### src/rtl/regfile_pkg.sv
// Shared constants and types for the register-file write-back arbiter.
package regfile_pkg;

    localparam int NREG = 32;
    localparam int AW   = 5;
    localparam int DW   = 32;

    localparam int REQ_ALU = 0;
    localparam int REQ_MEM = 1;

    typedef struct packed {
        logic          valid;
        logic [AW-1:0] addr;
        logic [DW-1:0] data;
    } wb_req_t;

    // x0 is hard-wired zero: never written, never pending
    function automatic logic is_x0(input logic [AW-1:0] addr);
        return (addr == {AW{1'b0}});
    endfunction

endpackage

### src/rtl/rr_arb2.sv
// Two-way round-robin arbiter; priority only moves when both requesters contend.
module rr_arb2 (
    input  logic       clk,
    input  logic       rst_n,
    input  logic [1:0] valid_i,
    output logic [1:0] grant_o
);

    logic prio_q;
    logic prio_d;

    // Grant selection and priority update; no grants while in reset
    always_comb begin
        grant_o = 2'b00;
        prio_d  = prio_q;
        if (!rst_n) begin
            grant_o = 2'b00;
        end else begin
            case (valid_i)
                2'b01:   grant_o = 2'b01;
                2'b10:   grant_o = 2'b10;
                2'b11: begin
                    grant_o = prio_q ? 2'b10 : 2'b01;
                    prio_d  = ~prio_q;
                end
                default: grant_o = 2'b00;
            endcase
        end
    end

    // Priority flop, starts at the ALU requester
    always_ff @(posedge clk) begin
        if (!rst_n) begin
            prio_q <= 1'b0;
        end else begin
            prio_q <= prio_d;
        end
    end

endmodule

### src/rtl/regfile_wb_arbiter.sv
// Shares the register-file write port between ALU and MEM write-back and
// tracks pending destination registers for RAW hazard detection.
module regfile_wb_arbiter
    import regfile_pkg::*;
(
    input  logic          clk_Regs,
    input  logic          rst_n,
    input  logic          req0_valid,
    input  logic [AW-1:0] req0_addr,
    input  logic [DW-1:0] req0_data,
    output logic          req0_ready,
    input  logic          req1_valid,
    input  logic [AW-1:0] req1_addr,
    input  logic [DW-1:0] req1_data,
    output logic          req1_ready,
    input  logic          rsv_valid,
    input  logic [AW-1:0] rsv_addr,
    input  logic [AW-1:0] R_Addr_A,
    input  logic [AW-1:0] R_Addr_B,
    output logic          busy_A,
    output logic          busy_B,
    output logic          Reg_Write,
    output logic [AW-1:0] W_Addr,
    output logic [DW-1:0] W_Data
);

    wb_req_t   req0_s;
    wb_req_t   req1_s;
    wb_req_t   sel_s;
    logic [1:0] grant_s;

    logic          reg_write_q, reg_write_d;
    logic [AW-1:0] w_addr_q,    w_addr_d;
    logic [DW-1:0] w_data_q,    w_data_d;
    logic [NREG-1:0] busy_q,    busy_d;

    assign req0_s = '{valid: req0_valid, addr: req0_addr, data: req0_data};
    assign req1_s = '{valid: req1_valid, addr: req1_addr, data: req1_data};

    rr_arb2 u_arb (
        .clk     (clk_Regs),
        .rst_n   (rst_n),
        .valid_i ({req1_valid, req0_valid}),
        .grant_o (grant_s)
    );

    assign req0_ready = grant_s[REQ_ALU];
    assign req1_ready = grant_s[REQ_MEM];

    // Select the granted request and form the next write-port values
    always_comb begin
        sel_s       = '0;
        reg_write_d = 1'b0;
        w_addr_d    = w_addr_q;
        w_data_d    = w_data_q;
        if (grant_s[REQ_MEM]) begin
            sel_s = req1_s;
        end else if (grant_s[REQ_ALU]) begin
            sel_s = req0_s;
        end else begin
            sel_s = '0;
        end
        if (sel_s.valid) begin
            reg_write_d = !is_x0(sel_s.addr);
            w_addr_d    = sel_s.addr;
            w_data_d    = sel_s.data;
        end else begin
            reg_write_d = 1'b0;
        end
    end

    // Pending-write vector: clear on commit, then set on reserve so a newer producer wins
    always_comb begin
        busy_d = busy_q;
        if (reg_write_q) begin
            busy_d[w_addr_q] = 1'b0;
        end else begin
            busy_d = busy_q;
        end
        if (rsv_valid && !is_x0(rsv_addr)) begin
            busy_d[rsv_addr] = 1'b1;
        end else begin
            busy_d = busy_d;
        end
        busy_d[0] = 1'b0;
    end

    // Registered write port and scoreboard state
    always_ff @(posedge clk_Regs) begin
        if (!rst_n) begin
            reg_write_q <= 1'b0;
            w_addr_q    <= {AW{1'b0}};
            w_data_q    <= {DW{1'b0}};
            busy_q      <= {NREG{1'b0}};
        end else begin
            reg_write_q <= reg_write_d;
            w_addr_q    <= w_addr_d;
            w_data_q    <= w_data_d;
            busy_q      <= busy_d;
        end
    end

    assign Reg_Write = reg_write_q;
    assign W_Addr    = w_addr_q;
    assign W_Data    = w_data_q;
    assign busy_A    = rst_n & busy_q[R_Addr_A];
    assign busy_B    = rst_n & busy_q[R_Addr_B];

endmodule

### config.mk
export PLATFORM = sky130hd
export DESIGN_NAME = regfile_wb_arbiter
export DESIGN_NICKNAME = d
export VERILOG_FILES = /design/src/rtl/regfile_pkg.sv /design/src/rtl/rr_arb2.sv /design/src/rtl/regfile_wb_arbiter.sv
export SDC_FILE = /design/constraint.sdc
export NUM_CORES = 1
export LEC_CHECK = 0
export ABC_AREA = 1
export ABC_CLOCK_PERIOD_IN_PS = 2390
export CORE_MARGIN = 10
export CORE_UTILIZATION = 45
export CTS_BUF_LIST = sky130_fd_sc_hd__clkbuf_16
export DETAILED_ROUTE_END_ITERATION = 6
export GPL_ROUTABILITY_DRIVEN = 0
export GPL_TIMING_DRIVEN = 0
export PLACE_DENSITY_LB_ADDON = 0.3
export SLEW_MARGIN = 20
export SYNTH_ARGS = -nofsm -noshare
export SYNTH_HDL_FRONTEND = slang
export SYNTH_HIERARCHICAL = 1
export SYNTH_SLANG_ARGS = --single-unit
### constraint.sdc
create_clock -name clk_Regs -period 2.39 [get_ports clk_Regs]
set_clock_uncertainty 0.05 [all_clocks]
set_input_delay 0.717 -clock clk_Regs [delete_from_list [all_inputs] [get_ports clk_Regs]]
set_output_delay 0.717 -clock clk_Regs [all_outputs]
set_load 0.05 [all_outputs]
======== Word level (Yosys, flattened, before mapping) ========
Index checks and enable logic that the tools add are counted.
operators by class
  bitwise logic cells ..................... 6
  reduce and logical (&&, ||, !) cells .... 8
  equal/unequal tests ..................... 3
  $lt $le $gt $ge ......................... 6
  multiplexer cells ....................... 15
operator list
  operator              number
  $mux W38              2
  $mux W32              2
  $and A32 B32 Y32      1
  $not A32 Y32          1
  $or A32 B32 Y32       1
  $lt A5 B6 Y1 const B  4
  $bmux W1 S5           2
  $demux W1 S5          2
  $ge A5 B1 Y1 const B  2
  $logic_not A5 Y1      2
  $pmux W2 S3           1
  $eq A2 B2 Y1 const B  2
  $mux W1               4
  $mux W2               2
  $logic_and A1 B1 Y1   3
  $and A1 B1 Y1         2
  $eq A2 B1 Y1 const B  1
  $logic_not A1 Y1      2
  $reduce_and A2 Y1     1
  $not A1 Y1            1
word-level totals
  input port bits ......................... 94
  output and inout bits ................... 42
  register bits ........................... 71

======== Longest topological paths before layout ========
Gate-level depths: netlist of run 1.
  depth after elaboration ................. 9
  gate-level depth with buffers ........... 11
  gate-level depth less buffers ........... 10

======== Hierarchy ========
The synthesis of run 1 kept the hierarchy.
modules (own cells, without submodules)
  module              cells an instance  times used  area an instance (sq um)
  regfile_wb_arbiter  519                1           3728.6
  rr_arb2             10                 1           58.8

======== Worst setup path after synthesis of run 1 ========
Ideal clock, no wire load.
  path kind ............................... input -> output
  from .................................... in R_Addr_B[0]
  to ...................................... out busy_B
  buffers on the path ..................... 2
  setup slack ............................. -0.344 ns
  stages on the path ...................... 9
  required time ........................... 1.623 ns
  arrival ................................. 1.967 ns
  cell sequence ........................... buf_6 -> buf_8 -> nand2_2 -> nand3_1 -> nand2_1 -> nand3_1 -> nand3_1 -> nand2_1 -> nor2_1
between the ends
  word-level cells in the longest chain between the ends .. 3
ends and longest elaborated chain
  element                        RTL line                   text
  from (decl)                    regfile_wb_arbiter.sv:19   input logic [AW-1:0] R_Addr_B,
  $bmux W1 S5                    regfile_wb_arbiter.sv:107  assign busy_B = rst_n & busy_q[R_Addr_B];
  $mux W1 (implied by the code)  regfile_wb_arbiter.sv:107
  $and A1 B1 Y1                  regfile_wb_arbiter.sv:107
  to (decl)                      regfile_wb_arbiter.sv:21   output logic busy_B,
No other way between the ends. The select of a mux whose other input is x is not followed.

======== Final worst setup path of run 1 ========
  from .................................... in R_Addr_B[2]
  to ...................................... out busy_B
The elaborated chain is that of the path after synthesis.

==> impl_metrics.ini, run 1 <==
[status]
outcome = finished with violations
violations = setup timing

[synth]
synth.yosys.seq_area_share_pct = 37.0
synth_nets = 623
synth_cell_types = 26
synth_top_flop_cell = sky130_fd_sc_hd__dfxtp_1
synth_enable_flop_cells = 0
synth_async_sr_flop_share_pct = 0
syn_inst = 529
mean_area_per_synthesized_cell_um2 = 7.16
yosys_reg_bits = 70
synthesis.area_um2 = 3790
ys.warnings.count = 6

[final_layout]
area_growth_pct = 54.8
fin_util_pct = 71.4
drive_above_1_share_pct = 21.3
nNetsFinal = 774
antenna_diodes = 0
most-common-layout-cells = 115 x sky130_fd_sc_hd__clkdlybuf4s50_1, 96 x sky130_fd_sc_hd__nand2_1, 70 x sky130_fd_sc_hd__dfxtp_1
fin_cells = 790
post-route-cell-area_um2 = 5860
most_common_cell_after_layout_fill_and_taps_aside = sky130_fd_sc_hd__clkdlybuf4s50_1
nFillCells = 643

[global_routing]
total_grt_overflow = 0
first_global_vias = 4677
grt_max_degree = 13
grt_first_pass_wirelength_mm = 23.0
grtUsageTotal_pct = 21.8
initial_antenna_violation_count = 0

[power]
peakVddDrop_mv = 0.380
switching_power_as_a_share_of_total_power_pct = 29.6
p_per_area_nw_per_um2 = 604
clock_power_share_pct = 39.7
sequential_power_share_pct = 35.7
static-leakage-power_nw = 2.28
total_power_mw = 3.54
share_comb_of_total_power_pct = 24.6
power_switching_mw = 1.05
power_report.internal_total_mw = 2.49

[sta]
timing.setup.tns_ns = -0.304
report.final.setup_viol = 2
worst_hold_slack_ns = 0.428
layout_worst_path_cycle_share_pct = 108
final.min_clock_period_ns = 2.59
final_max_slew_viol_count = 0
maxSlewHeadroom_pct = 58.6
timing.final.hold_violations = 0
setup_slack_ns = -0.202
rsz0062_at_grt = true
timing_worst_slew_pin_value_ns = 0.618
fmax_ghz = 0.386

[cts]
clkSinkCount = 70
root_buffer = sky130_fd_sc_hd__clkbuf_16
clk_path_buf_depth = 2
cts_made_buffers = 9
cts_tree = yes
worst_setup_hold_path_clk_slew_ns = 0.06
clock_latency_ns = 0.33
h-tree-depth = 3

[routing]
first_pass_iters = 7
route.detailed.vias_per_inst = 5.70
route.detailed.drc = 0
routed_wire_length_per_instance_um = 18.2
wl_mm = 14.4
drt.antenna.violating_nets = 0
drt-initial-drc-count = 361
num_vias = 4504

[die]
top_level_ports = 136
die_ar_um2 = 12500
placement_rows = 33
floorplan.die.height_um = 112
core_area_um2 = 8220
initial_core_util_pct = 46.1
die_x_um = 112

[worst_hold_path]
min_path_type = reg -> reg

[worst_setup_path]
path_cells = dlygate4sd2_1 -> inv_1 -> nand2_1 -> nor2_2 -> nor2_2 -> nor2_2 -> nor2_4 -> buf_8
critical-path-slowest-cell = sky130_fd_sc_hd__dlygate4sd2_1
worst_ep_arrival_time_ns = 1.82
worst-r2r-setup-slack_ns = 0.78
cp_common_cell = sky130_fd_sc_hd__nor2_2
cp-end-kind = output port
critical_path_class = in -> out
cp_max_fo = 6
timing.critical_path.from_type = input pin
worstPathRequired_ns = 1.62
crit_path_max_incr_delay_ns = 0.37
timing.critical_path.buf_inv = 3
critical_path.top_delay_family = buffers and inverters

[placed_design]
buffer_ports.inserted = 133
placed_cells_incl_taps = 767
instance_area_at_placement_um2 = 5270
dp_worst_setup_slack_ns = -1.22
dp.final_hpwl_mm = 10.6

[flow_run]
timing.max_cap.violations = 0
## final timing paths
kind | depth (start not counted) | from | to
worst max-delay path | 8 | R_Addr_B[2] | busy_B
worst min-delay path | 2 | busy_q[10] | busy_q[10]
worst max register to register | 6 | u_arb/prio_q | W_Data[15]
worst min register to register | 2 | busy_q[10] | busy_q[10]
## cell usage after synthesis, types with 3 or more instances
| master | count | area (um^2) |
|---|---|---|
| sky130_fd_sc_hd__a21oi_1 | 61 | 305 |
| sky130_fd_sc_hd__a21oi_2 | 10 | 87.6 |
| sky130_fd_sc_hd__a22oi_1 | 35 | 263 |
| sky130_fd_sc_hd__buf_2 | 14 | 70.1 |
| sky130_fd_sc_hd__buf_4 | 5 | 37.5 |
| sky130_fd_sc_hd__buf_6 | 5 | 56.3 |
| sky130_fd_sc_hd__clkbuf_1 | 5 | 18.8 |
| sky130_fd_sc_hd__dfxtp_1 | 70 | 1400 |
| sky130_fd_sc_hd__inv_1 | 37 | 139 |
| sky130_fd_sc_hd__inv_2 | 13 | 48.8 |
| sky130_fd_sc_hd__nand2_1 | 109 | 409 |
| sky130_fd_sc_hd__nand3_1 | 55 | 275 |
| sky130_fd_sc_hd__nor2_1 | 17 | 63.8 |
| sky130_fd_sc_hd__nor3_2 | 8 | 80.1 |
| sky130_fd_sc_hd__nor3_4 | 3 | 48.8 |
| sky130_fd_sc_hd__o21ai_0 | 32 | 160 |
| sky130_fd_sc_hd__o21ai_1 | 28 | 140 |
| sky130_fd_sc_hd__o21ai_2 | 10 | 87.6 |
## power by group through the flow
stage | Clock [mW] | Combinational, mW | Sequential, mW
floorplan | 0 | 0.305 | 1.44
global placement | 0 | 0.798 | 1.28
detailed placement | 0 | 0.811 | 1.29
CTS | 1.40 | 0.853 | 1.26
global route | 1.46 | 0.929 | 1.27
finish | 1.40 | 0.872 | 1.26
## cell type report
class	instances	area, um^2	area share (%)
inverter	50	193	3.29
clock inverter	7	88.8	1.52
clock buffer	9	225	3.84
multi-input combinational	378	2160	36.9
tap	105	131	2.24
timing repair buffer	140	1430	24.3
buffer	31	234	3.99
sequential	70	1400	23.9
## cell families (layout without fill, tap and decap cells)
kind of cell,count (synthesis),after routing,synth area share [%]
buffers and inverters,81,237,10.3
AOI/OAI and AO/OA,182,182,28.9
and+or+nand+nor,196,196,23.8
DFF,70,70,37.0
## per-layer routing
| metal | track usage (%) | share of wire (%) | up-vias |
|---|---|---|---|
| li1 | - | - | 2126 |
| met1 | 23.5 | 37 | 2074 |
| met2 | 37.3 | 49 | 256 |
| met3 | 8.21 | 11 | 48 |
| met4 | 9.25 | 2.6 | 0 |
| met5 | 0 | 0 | - |
## registers in the layout, indices dropped and copies added (netlist names)
name,cells
W_Data,32
busy_q,31
W_Addr,5
Reg_Write,1
u_arb/prio_q,1
## timing repair
action,in CTS,in global routing
pin swaps,23,7
gates resized for setup,102,14
hold buffers,0,0
gates cloned,4,1
buffers inserted,2,0
setup endpoints to repair,8,4
## worst register-to-register path, stage by stage (launching register included)
cell and delay (ns):
sky130_fd_sc_hd__dfxtp_1 0.38, sky130_fd_sc_hd__inv_1 0.07, sky130_fd_sc_hd__a21oi_2 0.22, sky130_fd_sc_hd__buf_2 0.26, sky130_fd_sc_hd__buf_2 0.24, sky130_fd_sc_hd__a22oi_1 0.13, sky130_fd_sc_hd__a21oi_1 0.19
Note: power is estimated with default switching activity, not from simulation.
==> run 2, diff against run 1 <==
Settings changed: SLEW_MARGIN 20 to unset.
==> results of run 2 <==
Same layout as run 1: the final DEF is identical, and so are final timing and power.
